<file path="config.mk">
export PLATFORM = sky130hd
export DESIGN_NAME = sb_mem_arbiter_flat
export DESIGN_NICKNAME = d
export VERILOG_FILES = /design/src/rtl/sb_mem_arbiter_pkg.sv /design/src/rtl/sb_mem_arbiter_if.sv /design/src/rtl/sb_mem_arbiter_starve_counter.sv /design/src/rtl/sb_mem_arbiter.sv /design/src/flat_wrapper.sv
export SDC_FILE = /design/constraint.sdc
export NUM_CORES = 1
export LEC_CHECK = 0
export CORE_MARGIN = 1
export CORE_UTILIZATION = 36
export CTS_BUF_LIST = sky130_fd_sc_hd__clkbuf_2 sky130_fd_sc_hd__clkbuf_4 sky130_fd_sc_hd__clkbuf_8
export CTS_CLUSTER_DIAMETER = 120
export DETAILED_ROUTE_END_ITERATION = 7
export PLACE_DENSITY = 0.87
export SLEW_MARGIN = 15
export SYNTH_ARGS = -nofsm -noshare
export SYNTH_HDL_FRONTEND = slang
export SYNTH_HIERARCHICAL = 1
export SYNTH_SLANG_ARGS = --single-unit
export TNS_END_PERCENT = 30
</file>
<file path="constraint.sdc">
create_clock -name clk -period 4.7 [get_ports clk]
set_input_delay 0.705 -clock clk [delete_from_list [all_inputs] [get_ports clk]]
set_output_delay 0.705 -clock clk [all_outputs]
set_load 0.02 [all_outputs]
</file>
<file path="src/rtl/sb_mem_arbiter_pkg.sv">
// Shared types and constants for the I-cache / stream-buffer AXI read arbiter.
package sb_mem_arbiter_pkg;

    typedef enum logic [1:0] {
        ARB_IDLE = 2'd0,
        ARB_ADDR = 2'd1,
        ARB_DATA = 2'd2
    } arb_state_t;

    localparam logic ARB_ID_IC = 1'b0;
    localparam logic ARB_ID_SB = 1'b1;

    localparam int ARB_ADDR_W = 32;
    localparam int ARB_DATA_W = 32;

endpackage

</file>
<file path="src/rtl/sb_mem_arbiter_if.sv">
// AXI read address/data channel between the arbiter (master) and memory (slave).
interface sb_mem_arbiter_if
    import sb_mem_arbiter_pkg::*;
#(
    parameter int ADDR_W = ARB_ADDR_W,
    parameter int DATA_W = ARB_DATA_W
);
    logic [ADDR_W-1:0] araddr;
    logic [3:0]        arlen;
    logic              arid;
    logic              arvalid;
    logic              arready;
    logic [DATA_W-1:0] rdata;
    logic              rid;
    logic              rlast;
    logic              rvalid;
    logic              rready;

    modport master (
        output araddr, arlen, arid, arvalid, rready,
        input  arready, rdata, rid, rlast, rvalid
    );

    modport slave (
        input  araddr, arlen, arid, arvalid, rready,
        output arready, rdata, rid, rlast, rvalid
    );
endinterface

</file>
<file path="src/rtl/sb_mem_arbiter_starve_counter.sv">
// Saturating count of consecutive I-cache grants taken while a prefetch waits.
module arb_starve_counter
    import sb_mem_arbiter_pkg::*;
#(
    parameter int LIMIT = 3
) (
    input  logic clk,
    input  logic rst,
    input  logic inc_i,
    input  logic clr_i,
    output logic full_o
);
    localparam int CW = $clog2(LIMIT + 1);
    localparam logic [CW-1:0] MAX = CW'(LIMIT);

    logic [CW-1:0] cnt_q;
    logic [CW-1:0] cnt_d;

    // Next count: clear wins over increment; hold at MAX.
    always_comb begin
        cnt_d = cnt_q;
        if (clr_i) begin
            cnt_d = {CW{1'b0}};
        end else if (inc_i && (cnt_q != MAX)) begin
            cnt_d = cnt_q + CW'(1);
        end else begin
            cnt_d = cnt_q;
        end
    end

    // Count register.
    always_ff @(posedge clk) begin
        if (rst) begin
            cnt_q <= {CW{1'b0}};
        end else begin
            cnt_q <= cnt_d;
        end
    end

    assign full_o = (cnt_q == MAX);
endmodule

</file>
<file path="src/rtl/sb_mem_arbiter.sv">
// Arbitrates one AXI read channel between I-cache refills (id 0) and stream-buffer prefetches (id 1).
module sb_mem_arbiter
    import sb_mem_arbiter_pkg::*;
#(
    parameter int LINE_WORDS   = 4,
    parameter int STARVE_LIMIT = 3,
    parameter int ADDR_W       = ARB_ADDR_W,
    parameter int DATA_W       = ARB_DATA_W
) (
    input  logic              clk,
    input  logic              rst,
    input  logic              ic_req_valid_i,
    input  logic [ADDR_W-1:0] ic_req_addr_i,
    output logic              ic_req_ready_o,
    input  logic              sb_req_valid_i,
    input  logic [ADDR_W-1:0] sb_req_addr_i,
    output logic              sb_req_ready_o,
    input  logic              sb_flush_i,
    output logic              ic_rvalid_o,
    output logic [DATA_W-1:0] ic_rdata_o,
    output logic              ic_rlast_o,
    output logic              sb_rvalid_o,
    output logic [DATA_W-1:0] sb_rdata_o,
    output logic              sb_rlast_o,
    output logic              busy_o,
    output logic              proto_err_o,
    sb_mem_arbiter_if.master  axi
);
    localparam int BW = (LINE_WORDS > 1) ? $clog2(LINE_WORDS) : 1;
    localparam logic [BW-1:0] LAST_BEAT = BW'(LINE_WORDS - 1);

    arb_state_t        state_q, state_d;
    logic [ADDR_W-1:0] addr_q, addr_d;
    logic              id_q, id_d;
    logic              discard_q, discard_d;
    logic [BW-1:0]     beat_q, beat_d;
    logic              perr_q, perr_d;

    logic grant_ic_s;
    logic grant_sb_s;
    logic starve_full_s;
    logic flush_s;
    logic last_beat_s;
    logic beat_fire_s;

    assign flush_s     = sb_flush_i && (id_q == ARB_ID_SB);
    assign last_beat_s = (beat_q == LAST_BEAT);

    arb_starve_counter #(
        .LIMIT (STARVE_LIMIT)
    ) u_starve (
        .clk    (clk),
        .rst    (rst),
        .inc_i  (grant_ic_s && sb_req_valid_i),
        .clr_i  (grant_sb_s || !sb_req_valid_i),
        .full_o (starve_full_s)
    );

    // Next-state, grant selection, discard marking and protocol checks.
    always_comb begin
        state_d    = state_q;
        addr_d     = addr_q;
        id_d       = id_q;
        discard_d  = discard_q;
        beat_d     = beat_q;
        perr_d     = perr_q;
        grant_ic_s = 1'b0;
        grant_sb_s = 1'b0;

        if (axi.rvalid && (state_q != ARB_DATA)) begin
            perr_d = 1'b1;
        end else begin
            perr_d = perr_q;
        end

        case (state_q)
            ARB_IDLE: begin
                if (sb_req_valid_i && starve_full_s) begin
                    grant_sb_s = 1'b1;
                end else if (ic_req_valid_i) begin
                    grant_ic_s = 1'b1;
                end else if (sb_req_valid_i) begin
                    grant_sb_s = 1'b1;
                end else begin
                    grant_ic_s = 1'b0;
                end
                if (grant_ic_s || grant_sb_s) begin
                    state_d   = ARB_ADDR;
                    addr_d    = grant_sb_s ? sb_req_addr_i : ic_req_addr_i;
                    id_d      = grant_sb_s ? ARB_ID_SB : ARB_ID_IC;
                    discard_d = 1'b0;
                    beat_d    = {BW{1'b0}};
                end else begin
                    state_d = ARB_IDLE;
                end
            end
            ARB_ADDR: begin
                // arvalid must stay up once raised, so a flush only marks the burst.
                if (flush_s) begin
                    discard_d = 1'b1;
                end else begin
                    discard_d = discard_q;
                end
                if (axi.arready) begin
                    state_d = ARB_DATA;
                end else begin
                    state_d = ARB_ADDR;
                end
            end
            ARB_DATA: begin
                if (flush_s) begin
                    discard_d = 1'b1;
                end else begin
                    discard_d = discard_q;
                end
                if (axi.rvalid) begin
                    beat_d = beat_q + BW'(1);
                    if ((axi.rid != id_q) || (axi.rlast != last_beat_s)) begin
                        perr_d = 1'b1;
                    end else begin
                        perr_d = perr_d;
                    end
                    if (axi.rlast || last_beat_s) begin
                        state_d = ARB_IDLE;
                        beat_d  = {BW{1'b0}};
                    end else begin
                        state_d = ARB_DATA;
                    end
                end else begin
                    beat_d = beat_q;
                end
            end
            default: begin
                state_d = ARB_IDLE;
            end
        endcase
    end

    // State and burst-context registers.
    always_ff @(posedge clk) begin
        if (rst) begin
            state_q   <= ARB_IDLE;
            addr_q    <= {ADDR_W{1'b0}};
            id_q      <= ARB_ID_IC;
            discard_q <= 1'b0;
            beat_q    <= {BW{1'b0}};
            perr_q    <= 1'b0;
        end else begin
            state_q   <= state_d;
            addr_q    <= addr_d;
            id_q      <= id_d;
            discard_q <= discard_d;
            beat_q    <= beat_d;
            perr_q    <= perr_d;
        end
    end

    assign axi.arvalid = (state_q == ARB_ADDR);
    assign axi.araddr  = addr_q;
    assign axi.arid    = id_q;
    assign axi.arlen   = 4'(LINE_WORDS - 1);
    assign axi.rready  = (state_q == ARB_DATA);

    assign ic_req_ready_o = (state_q == ARB_ADDR) && axi.arready && (id_q == ARB_ID_IC) && !rst;
    assign sb_req_ready_o = (state_q == ARB_ADDR) && axi.arready && (id_q == ARB_ID_SB) && !rst;

    // Beats pass through combinationally; a same-cycle flush already hides the beat.
    assign beat_fire_s = (state_q == ARB_DATA) && axi.rvalid;
    assign ic_rvalid_o = beat_fire_s && (id_q == ARB_ID_IC);
    assign sb_rvalid_o = beat_fire_s && (id_q == ARB_ID_SB) && !discard_q && !sb_flush_i;
    assign ic_rdata_o  = ic_rvalid_o ? axi.rdata : {DATA_W{1'b0}};
    assign ic_rlast_o  = ic_rvalid_o && axi.rlast;
    assign sb_rdata_o  = sb_rvalid_o ? axi.rdata : {DATA_W{1'b0}};
    assign sb_rlast_o  = sb_rvalid_o && axi.rlast;

    assign busy_o      = (state_q != ARB_IDLE);
    assign proto_err_o = perr_q;
endmodule

</file>
<file path="src/flat_wrapper.sv">
// flat-port wrapper written by rule: the top's interface ports become plain ports
module sb_mem_arbiter_flat import sb_mem_arbiter_pkg::*;
#(
    parameter int LINE_WORDS   = 4,
    parameter int STARVE_LIMIT = 3,
    parameter int ADDR_W       = ARB_ADDR_W,
    parameter int DATA_W       = ARB_DATA_W
)
  (clk, rst, ic_req_valid_i, ic_req_addr_i, ic_req_ready_o, sb_req_valid_i, sb_req_addr_i, sb_req_ready_o, sb_flush_i, ic_rvalid_o, ic_rdata_o, ic_rlast_o, sb_rvalid_o, sb_rdata_o, sb_rlast_o, busy_o, proto_err_o, axi_araddr, axi_arlen, axi_arid, axi_arvalid, axi_rready, axi_arready, axi_rdata, axi_rid, axi_rlast, axi_rvalid);
  sb_mem_arbiter_if #(.ADDR_W(ADDR_W), .DATA_W(DATA_W)) axi_i ();
  input  logic clk;
  input  logic rst;
  input  logic ic_req_valid_i;
  input  logic [ADDR_W-1:0] ic_req_addr_i;
  output logic ic_req_ready_o;
  input  logic sb_req_valid_i;
  input  logic [ADDR_W-1:0] sb_req_addr_i;
  output logic sb_req_ready_o;
  input  logic sb_flush_i;
  output logic ic_rvalid_o;
  output logic [DATA_W-1:0] ic_rdata_o;
  output logic ic_rlast_o;
  output logic sb_rvalid_o;
  output logic [DATA_W-1:0] sb_rdata_o;
  output logic sb_rlast_o;
  output logic busy_o;
  output logic proto_err_o;
  output wire logic [$bits(axi_i.araddr)-1:0] axi_araddr;
  output wire logic [$bits(axi_i.arlen)-1:0] axi_arlen;
  output wire logic [$bits(axi_i.arid)-1:0] axi_arid;
  output wire logic [$bits(axi_i.arvalid)-1:0] axi_arvalid;
  output wire logic [$bits(axi_i.rready)-1:0] axi_rready;
  input wire logic [$bits(axi_i.arready)-1:0] axi_arready;
  input wire logic [$bits(axi_i.rdata)-1:0] axi_rdata;
  input wire logic [$bits(axi_i.rid)-1:0] axi_rid;
  input wire logic [$bits(axi_i.rlast)-1:0] axi_rlast;
  input wire logic [$bits(axi_i.rvalid)-1:0] axi_rvalid;
  assign axi_araddr = axi_i.araddr;
  assign axi_arlen = axi_i.arlen;
  assign axi_arid = axi_i.arid;
  assign axi_arvalid = axi_i.arvalid;
  assign axi_rready = axi_i.rready;
  assign axi_i.arready = axi_arready;
  assign axi_i.rdata = axi_rdata;
  assign axi_i.rid = axi_rid;
  assign axi_i.rlast = axi_rlast;
  assign axi_i.rvalid = axi_rvalid;
  sb_mem_arbiter #(.LINE_WORDS(LINE_WORDS), .STARVE_LIMIT(STARVE_LIMIT), .ADDR_W(ADDR_W), .DATA_W(DATA_W)) u_core (.clk(clk), .rst(rst), .ic_req_valid_i(ic_req_valid_i), .ic_req_addr_i(ic_req_addr_i), .ic_req_ready_o(ic_req_ready_o), .sb_req_valid_i(sb_req_valid_i), .sb_req_addr_i(sb_req_addr_i), .sb_req_ready_o(sb_req_ready_o), .sb_flush_i(sb_flush_i), .ic_rvalid_o(ic_rvalid_o), .ic_rdata_o(ic_rdata_o), .ic_rlast_o(ic_rlast_o), .sb_rvalid_o(sb_rvalid_o), .sb_rdata_o(sb_rdata_o), .sb_rlast_o(sb_rlast_o), .busy_o(busy_o), .proto_err_o(proto_err_o), .axi(axi_i));
endmodule
</file>
* After elaboration in Yosys (flattened, before gate mapping) *
Cells that the tools add are included.

storage, ports and cells
  register bits after elaboration = 41
  bits in latches = 0
  RAM bits = 0
  ROM bits = 0
  word-level logic and storage cells = 84
  memories kept = 0

operators by class
  add/subtract/negate cells = 2
  $mul = 0
  div/mod/pow operators = 0
  magnitude comparators = 0
  eq/ne operators = 11
  shift operators = 0
  muxes and demuxes = 29
  bitwise gates (word level) = 1
  reduce and logical (&&, ||, !) cells = 34

operators by type and width
  kind                                                    count
  two-way mux 32 bit                                      3
  logical AND 1 bit                                       17
  two-way mux 1 bit                                       17
  two-way mux 2 bit                                       6
  == test 2 bit (second input constant)                   3
  inequality test 2 x 1 -> 1 bit (second input constant)  3
  one-hot mux 2 bit (3 select lines)                      1
  AND reduction 3 bit                                     2
  nonzero test 2 bit                                      3
  adder 2 x 1 -> 2 bit (second input constant)            2
  zero test 1 bit                                         4
  logical OR 1 bit                                        4
  inequality test 2 bit (second input constant)           2
  one-hot mux 2 bit (2 select lines)                      1
  OR reduction 2 bit                                      2
  == test 2 x 1 -> 1 bit (second input constant)          1
  zero test 2 bit                                         1
  inequality test 1 bit                                   2
  one-hot mux 1 bit (2 select lines)                      1
  AND reduction 2 bit                                     1
  inverter 1 bit                                          1

* Logic depth before layout (Yosys ltp) *
Gate-level depths: netlist of run 1.

  depth after elaboration = 7
  depth in mapped cells = 8
  depth with buffers taken out = 7

* Cells and area by module *
The synthesis of run 1 kept the hierarchy.

modules (own cells, without submodules)
  module              times used  cells each  area each (um^2)  sequential area each (um^2)
  sb_mem_arbiter      1           328         2,496.1           780.7
  arb_starve_counter  1           8           105.1             40.0

* Worst setup path after synthesis of run 1 *
OpenSTA, ideal clock, no wires.

  path kind = input to output
  start point = in axi_rvalid
  end point = out sb_rdata_o[19]
  data arrival time = 1.619 ns
  data required time = 3.995 ns
  setup slack = 2.376 ns
  cell stages on the path = 4
  cell sequence = nand2_1 -> nor4b_4 -> buf_2 -> and2_1

on the way
  cells in the longest elaborated chain, start to end = 5

ends and longest elaborated chain
  element                          line                   text
  start: declaration               flat_wrapper.sv:37     input wire logic [$bits(axi_i.rvalid)-1:0] axi_rvalid;
  logical AND 1 bit                sb_mem_arbiter.sv:168  assign beat_fire_s = (state_q == ARB_DATA) && axi.rvalid;
  logical AND 1 bit (3 in series)  sb_mem_arbiter.sv:170  assign sb_rvalid_o = beat_fire_s && (id_q == ARB_ID_SB) && !discard_q && !sb_flush_i;
  via sb_rvalid_o                  flat_wrapper.sv:23     output logic sb_rvalid_o;
  two-way mux 32 bit               sb_mem_arbiter.sv:173  assign sb_rdata_o = sb_rvalid_o ? axi.rdata : {DATA_W{1'b0}};
  end: declaration                 flat_wrapper.sv:24     output logic [DATA_W-1:0] sb_rdata_o;

The timed path passes the listed nets, and every way through them passes these cells.

* Final worst setup path of run 1 *
  start point = in axi_rvalid
  end point = out sb_rdata_o[24]

on the way
  cells in the longest elaborated chain, start to end = 5

ends and longest elaborated chain
  element                          line
  logical AND 1 bit                sb_mem_arbiter.sv:168
  logical AND 1 bit (3 in series)  sb_mem_arbiter.sv:170
  two-way mux 32 bit               sb_mem_arbiter.sv:173

Every way passes these cells.

==> run summary, run 1 <==
routed via count -> 3182
TritonCTS clock tree -> done
DIE WIDTH -> 87.0 um
IO buf count -> 211
cell area after layout -> 4810 um2
final setup fails -> 0
syn avg cell area -> 7.74 um2
Synth Area in Adders -> 0.0385
die area -> 7570 um2
number of nets in the layout -> 638
leakage -> 0.00178 uW
Seq. cell area -> 821 um2
CP max stage cell -> clkdlybuf4s50_1
number of setup buffers added after CTS -> 0
reg2reg setup slack -> 2.45 ns
Synth top area share -> 0.316
commonest non-fill, non-tap cell in the layout -> clkdlybuf4s50_1
crit path buf inv count -> 3
initial antenna violation count -> 0
final hold violation count -> 0
unrepaired setup endpoints after global routing -> false
first-pass GRT wire length -> 14800 um
GRT Total Usage -> 0.251
Final Worst Setup Slack -> 1.01 ns
Routed wire per std cell -> 15.5 um
Seq/Total Area, Yosys -> 0.316
Reg clk slew, reported paths -> 0.07 ns
Rows -> 30
crit end category -> output pin
core footprint -> 6870 um2
pwr dens -> 232 nW/um2
DPL Wire Length -> 7470 um
most frequent cells in the layout -> clkdlybuf4s50_1 (211), and2_1 (65), dfxtp_1 (41)
Synth Area in Compound Gates -> 0.201
drt total wl -> 9640 um
htree depth -> 2
Distinct cells, synth -> 36
XOR/XNOR Fraction of Synth Area -> 0.00673
worst-path fanout max -> 22
area of the multi-input gates -> 1570 um2
synthesized instance count -> 336
CTS Buf Count -> 5
dpl cells -> 614
hold_buf cts -> 0
mux cell area share after synthesis -> 0.00770
routed vias/inst -> 5.12
ANT nets after route -> 0
share of layout cells above drive strength 1 -> 0.0380
DR pass1 iterations -> 4
placed cell areas -> 4700 um2
vias in the first global route -> 2954
Detailed Route Iter0 Violations -> 99
GRT Residual Overflow -> 0
Hold Crit Class -> flop to flop
Slew Viols, Final -> 0
worst r2r src -> u_core/state_q[0]
FILL cells -> 545
Die Ht -> 87.0 um
largest cells by area after synthesis -> dfxtp_1 (32%), and2_1 (16%), a311oi_1 (11%)
Critical Path Start Type -> primary input
RR Endpoint -> u_core/axi.araddr[11]
Hold WS -> 0.483 ns
DRC viols -> 0
Syn-to-layout area delta -> 84.9%
worst clock skew -> 0.0103 ns
CTS sink cnt -> 41
hold path cells -> 2
IO Pins -> 216
R2R depth -> 5
Max clock buf depth -> 2
CP arrival -> 2.98 ns
clock tree root buffer cell -> clkbuf_8
outcome -> complete, no violations
fmax -> 271 MHz
worst slack at placement -> 0.992 ns
RePlAce Congestion -> 0.824
max-cap violation count -> 0
Slew headroom -> 0.267
CP delay by family, top -> buffers and inverters
pin count of the biggest net entering global routing -> 65
area leader, netlist -> dfxtp_1
Worst-Margin Slew -> 1.10 ns
crit path cell chain -> clkdlybuf4s50_1 > nand2_1 > nor4b_4 > buf_4 > and2_1 > clkdlybuf4s50_1
post-synthesis simple-gate area fraction -> 0.343
initial cell density of the core -> 0.379
setup_tns -> 0 ns
Tcrit/Tclk final -> 0.785
Worst VDD drop -> 0.174 mV
Cell Area, Synth -> 2600 um2
Hold Crit Start -> u_core/beat_q[1]
Antenna Cells -> 0
Worst Hold End -> u_core/beat_q[1]
Tmin final -> 3.69 ns
Critical Path RT -> 3.99 ns
CP max stage delay -> 0.62 ns
synthesis-stage register bit count -> 41
worst skew pair latency -> 0.30 ns
CP dominant cell by count -> clkdlybuf4s50_1
Post-Layout Cell Count -> 622
post_cts resized -> 0
Synth warnings -> 6
largest family of logic cells by synthesized area -> simple AND/OR/NAND/NOR gates
WS Path Type -> primary input to output pin
synthesized netlist by cell type (all sizes together):
master	n
or4b	1
buf	22
dfxtp	41
conb	2
a311oi	32
or3	1
nor3	8
nor2b	2
o211a	1
o21a	1
nand3	33
nor4b	2
xnor2	1
mux2i	2
a32o	1
a211o	1
inv	8
nor2	33
or4	1
a21oi	5
nand2b	2
xor2	1
nor3b	2
nand2	8
o21ai	36
and2b	1
clkbuf	15
and2	65
ha	8
per-layer routing:
layer,track usage,part of all wire
met4,0.0561,0.015
met3,0.0882,0.10
met5,0,0
met2,0.480,0.52
met1,0.261,0.36
worst max path at each step:
stage,slack [ns],end,cells after the start,start
after floorplan,2.38,sb_rdata_o[19],4,axi_rvalid
after global placement,1.09,sb_rdata_o[17],6,axi_rvalid
after detailed placement,0.99,sb_rdata_o[24],6,axi_rvalid
after CTS,0.99,sb_rdata_o[24],6,axi_rvalid
after global routing,0.83,sb_rdata_o[24],6,axi_rvalid
final,1.01,sb_rdata_o[24],6,axi_rvalid
stage by stage:
step	power, uW	util
CTS	1130	0.700
floorplan	623	-
global route	1170	0.700
finish	1120	0.700
global placement	823	0.684
detailed placement	832	0.684
worst register-to-register path: cells and delay by family, from the launching register on:
kind	cells	cell delay (ns)
compound gates	2	1.25
fa+ha+maj	1	0.28
buf+inv	1	0.11
flops	1	0.34
simple gates	1	0.16
power by group:
part	switching [uW]	internal, uW	leakage, uW
logic	202	209	0.00139
clock network	126	165	0.0000588
registers	24.8	389	0.000339
total	353	764	0.00178
cells by family after synthesis:
logic type	count (synthesis)
other cells	2
compound gates	77
mux	2
xor+xnor	2
simple gates	159
buf+inv	45
fa+ha+maj	8
flops	41
state kept, by name, indices dropped and copies added (netlist names):
name and count:
u_core/axi.araddr 32, u_core/axi.arid 1, u_core/beat_q 2, u_core/discard_q 1, u_core/proto_err_o 1, u_core/state_q 2
u_core/u_starve/cnt_q 2
final cells by class:
type | count | area share
Clock inverter | 2 | 0.00806
Tap cell | 96 | 0.0250
Inverter | 8 | 0.00624
Timing Repair Buffer | 217 | 0.448
Clock buffer | 6 | 0.0159
Multi-Input combinational cell | 252 | 0.326
Sequential cell | 41 | 0.171
Power figures use the tool's default switching activity.
==> run 2: changes to the inputs <==
--- a/config.mk
+++ b/config.mk
@@ -6,11 +6,11 @@
 export NUM_CORES = 1
 export LEC_CHECK = 0
 export CORE_MARGIN = 1
-export CORE_UTILIZATION = 36
+export CORE_UTILIZATION = 30
 export CTS_BUF_LIST = sky130_fd_sc_hd__clkbuf_2 sky130_fd_sc_hd__clkbuf_4 sky130_fd_sc_hd__clkbuf_8
 export CTS_CLUSTER_DIAMETER = 120
 export DETAILED_ROUTE_END_ITERATION = 7
-export PLACE_DENSITY = 0.87
+export PLACE_DENSITY = 0.78
 export SLEW_MARGIN = 15
 export SYNTH_ARGS = -nofsm -noshare
 export SYNTH_HDL_FRONTEND = slang
==> constraint.sdc (replaced) <==
create_clock -name clk -period 3.25 [get_ports clk]
set_input_delay 0.4875 -clock clk [delete_from_list [all_inputs] [get_ports clk]]
set_output_delay 0.4875 -clock clk [all_outputs]
set_load 0.02 [all_outputs]
==> run summary, run 2 (synthesis results as in run 1) <==
outcome -> complete, no violations
number of setup buffers added after CTS -> 0
worst-path fanout max -> 34
Reg clk slew, reported paths -> 0.08 ns
worst r2r src -> u_core/state_q[1]
leakage -> 0.00180 uW
FILL cells -> 759
Syn-to-layout area delta -> 86.1%
Worst Hold End -> u_core/beat_q[0]
RePlAce Congestion -> 0.800
Pint -> 1120 uW
fmax -> 336 MHz
Critical Path RT -> 2.76 ns
max-cap violation count -> 0
CTS sink cnt -> 41
reg2reg setup slack -> 1.37 ns
Clock power frac -> 0.266
Post-Layout Cell Count -> 634
GRT Total Usage -> 0.214
WS Path Type -> primary input to output pin
Detailed Route Iter0 Violations -> 81
DRC viols -> 0
commonest non-fill, non-tap cell in the layout -> clkdlybuf4s50_1
placed cell areas -> 4720 um2
hold path cells -> 2
worst skew pair latency -> 0.29 ns
crit end category -> output pin
IO Pins -> 216
Rows -> 33
final setup fails -> 0
DR pass1 iterations -> 4
most frequent cells in the layout -> clkdlybuf4s50_1 (208), and2_1 (65), dfxtp_1 (41)
Pwr Total -> 1620 uW
initial cell density of the core -> 0.313
TritonCTS clock tree -> done
RR Endpoint -> u_core/axi.araddr[28]
unrepaired setup endpoints after global routing -> false
Hold Crit Class -> flop to flop
GRT Residual Overflow -> 0
Slew headroom -> 0.595
sw power -> 507 uW
final hold violation count -> 0
Sw Ratio -> 0.312
initial antenna violation count -> 0
cell area after layout -> 4840 um2
Hold WS -> 0.500 ns
DPL Wire Length -> 7840 um
dpl cells -> 626
Hold Crit Start -> u_core/beat_q[0]
vias in the first global route -> 2916
clock tree root buffer cell -> clkbuf_8
Slew Viols, Final -> 0
IO buf count -> 211
die area -> 9050 um2
Die Ht -> 95.1 um
worst clock skew -> 0.00869 ns
number of nets in the layout -> 641
max FFs per register -> 32
DIE WIDTH -> 95.1 um
Tcrit/Tclk final -> 0.915
post_cts resized -> 0
area of the multi-input gates -> 1570 um2
hold_buf cts -> 0
routed vias/inst -> 5.02
first-pass GRT wire length -> 15000 um
sequential power share -> 0.367
Worst VDD drop -> 0.220 mV
htree depth -> 2
Seq. cell area -> 821 um2
Worst-Margin Slew -> 0.607 ns
Max clock buf depth -> 2
Antenna Cells -> 0
share of layout cells above drive strength 1 -> 0.0491
Critical Path Start Type -> primary input
Routed wire per std cell -> 15.8 um
drt total wl -> 10000 um
CTS Buf Count -> 5
R2R depth -> 6
CP arrival -> 2.49 ns
Comb power frac -> 0.367
pin count of the biggest net entering global routing -> 65
setup_tns -> 0 ns
ANT nets after route -> 0
routed via count -> 3184
Tmin final -> 2.97 ns
core footprint -> 8300 um2
pwr dens -> 336 nW/um2
## run 2: changes by cell type in the layout (fill, tap and decap cells not counted), sizes merged
cell           change
buf                +6
clkdlybuf4s50      -3
clkinv             -1
clkinvlp           +1
## run 2: power groups by stage
stage | combinational [uW] | clock, uW | sequential, uW
3_5_place_dp | 598 | 0 | 610
6_report | 596 | 432 | 597
4_1_cts | 601 | 448 | 598
3_3_place_gp | 591 | 0 | 606
5_1_grt | 646 | 466 | 606
2_1_floorplan | 226 | 0 | 674
## run 2: worst max-delay path, stage by stage
cell and delay [ns]:
clkdlybuf4s50_1 0.53, nand2_1 0.13, nor4b_4 0.22, buf_4 0.30, and2_1 0.17, clkdlybuf4s50_1 0.64
## run 2: how the worst max path moves through the flow
stage | startpoint | endpoint | slack [ns] | depth (start not counted)
3_3_place_gp | axi_rvalid | sb_rdata_o[10] | 0.31 | 6
3_5_place_dp | axi_rvalid | sb_rdata_o[10] | 0.25 | 6
6_report | axi_rvalid | sb_rdata_o[10] | 0.28 | 6
5_1_grt | u_core/state_q[0] | sb_rdata_o[10] | 0.13 | 7
4_1_cts | axi_rvalid | sb_rdata_o[10] | 0.24 | 6
2_1_floorplan | u_core/state_q[0] | sb_rdata_o[19] | 1.19 | 6
## run 2: final cells by class
cell class	count	share of cell area
Timing Repair Buffer	220	0.449
Multi-Input combinational cell	252	0.324
Sequential cell	41	0.170
Tap cell	105	0.0271
Clock buffer	6	0.0171
Clock inverter	2	0.00775
Inverter	8	0.00620
## run 2: through the flow
stage / worst slack (ns) / util
after floorplan: 1.19 / -
final: 0.276 / 0.583
after detailed placement: 0.247 / 0.569
after global routing: 0.127 / 0.583
after global placement: 0.314 / 0.569
after CTS: 0.242 / 0.583
## run 2: routing by layer
metal	wire (um)	GRT usage
met5	0	0
met4	72	0.0391
met3	1090	0.0654
met2	5390	0.417
met1	3480	0.225
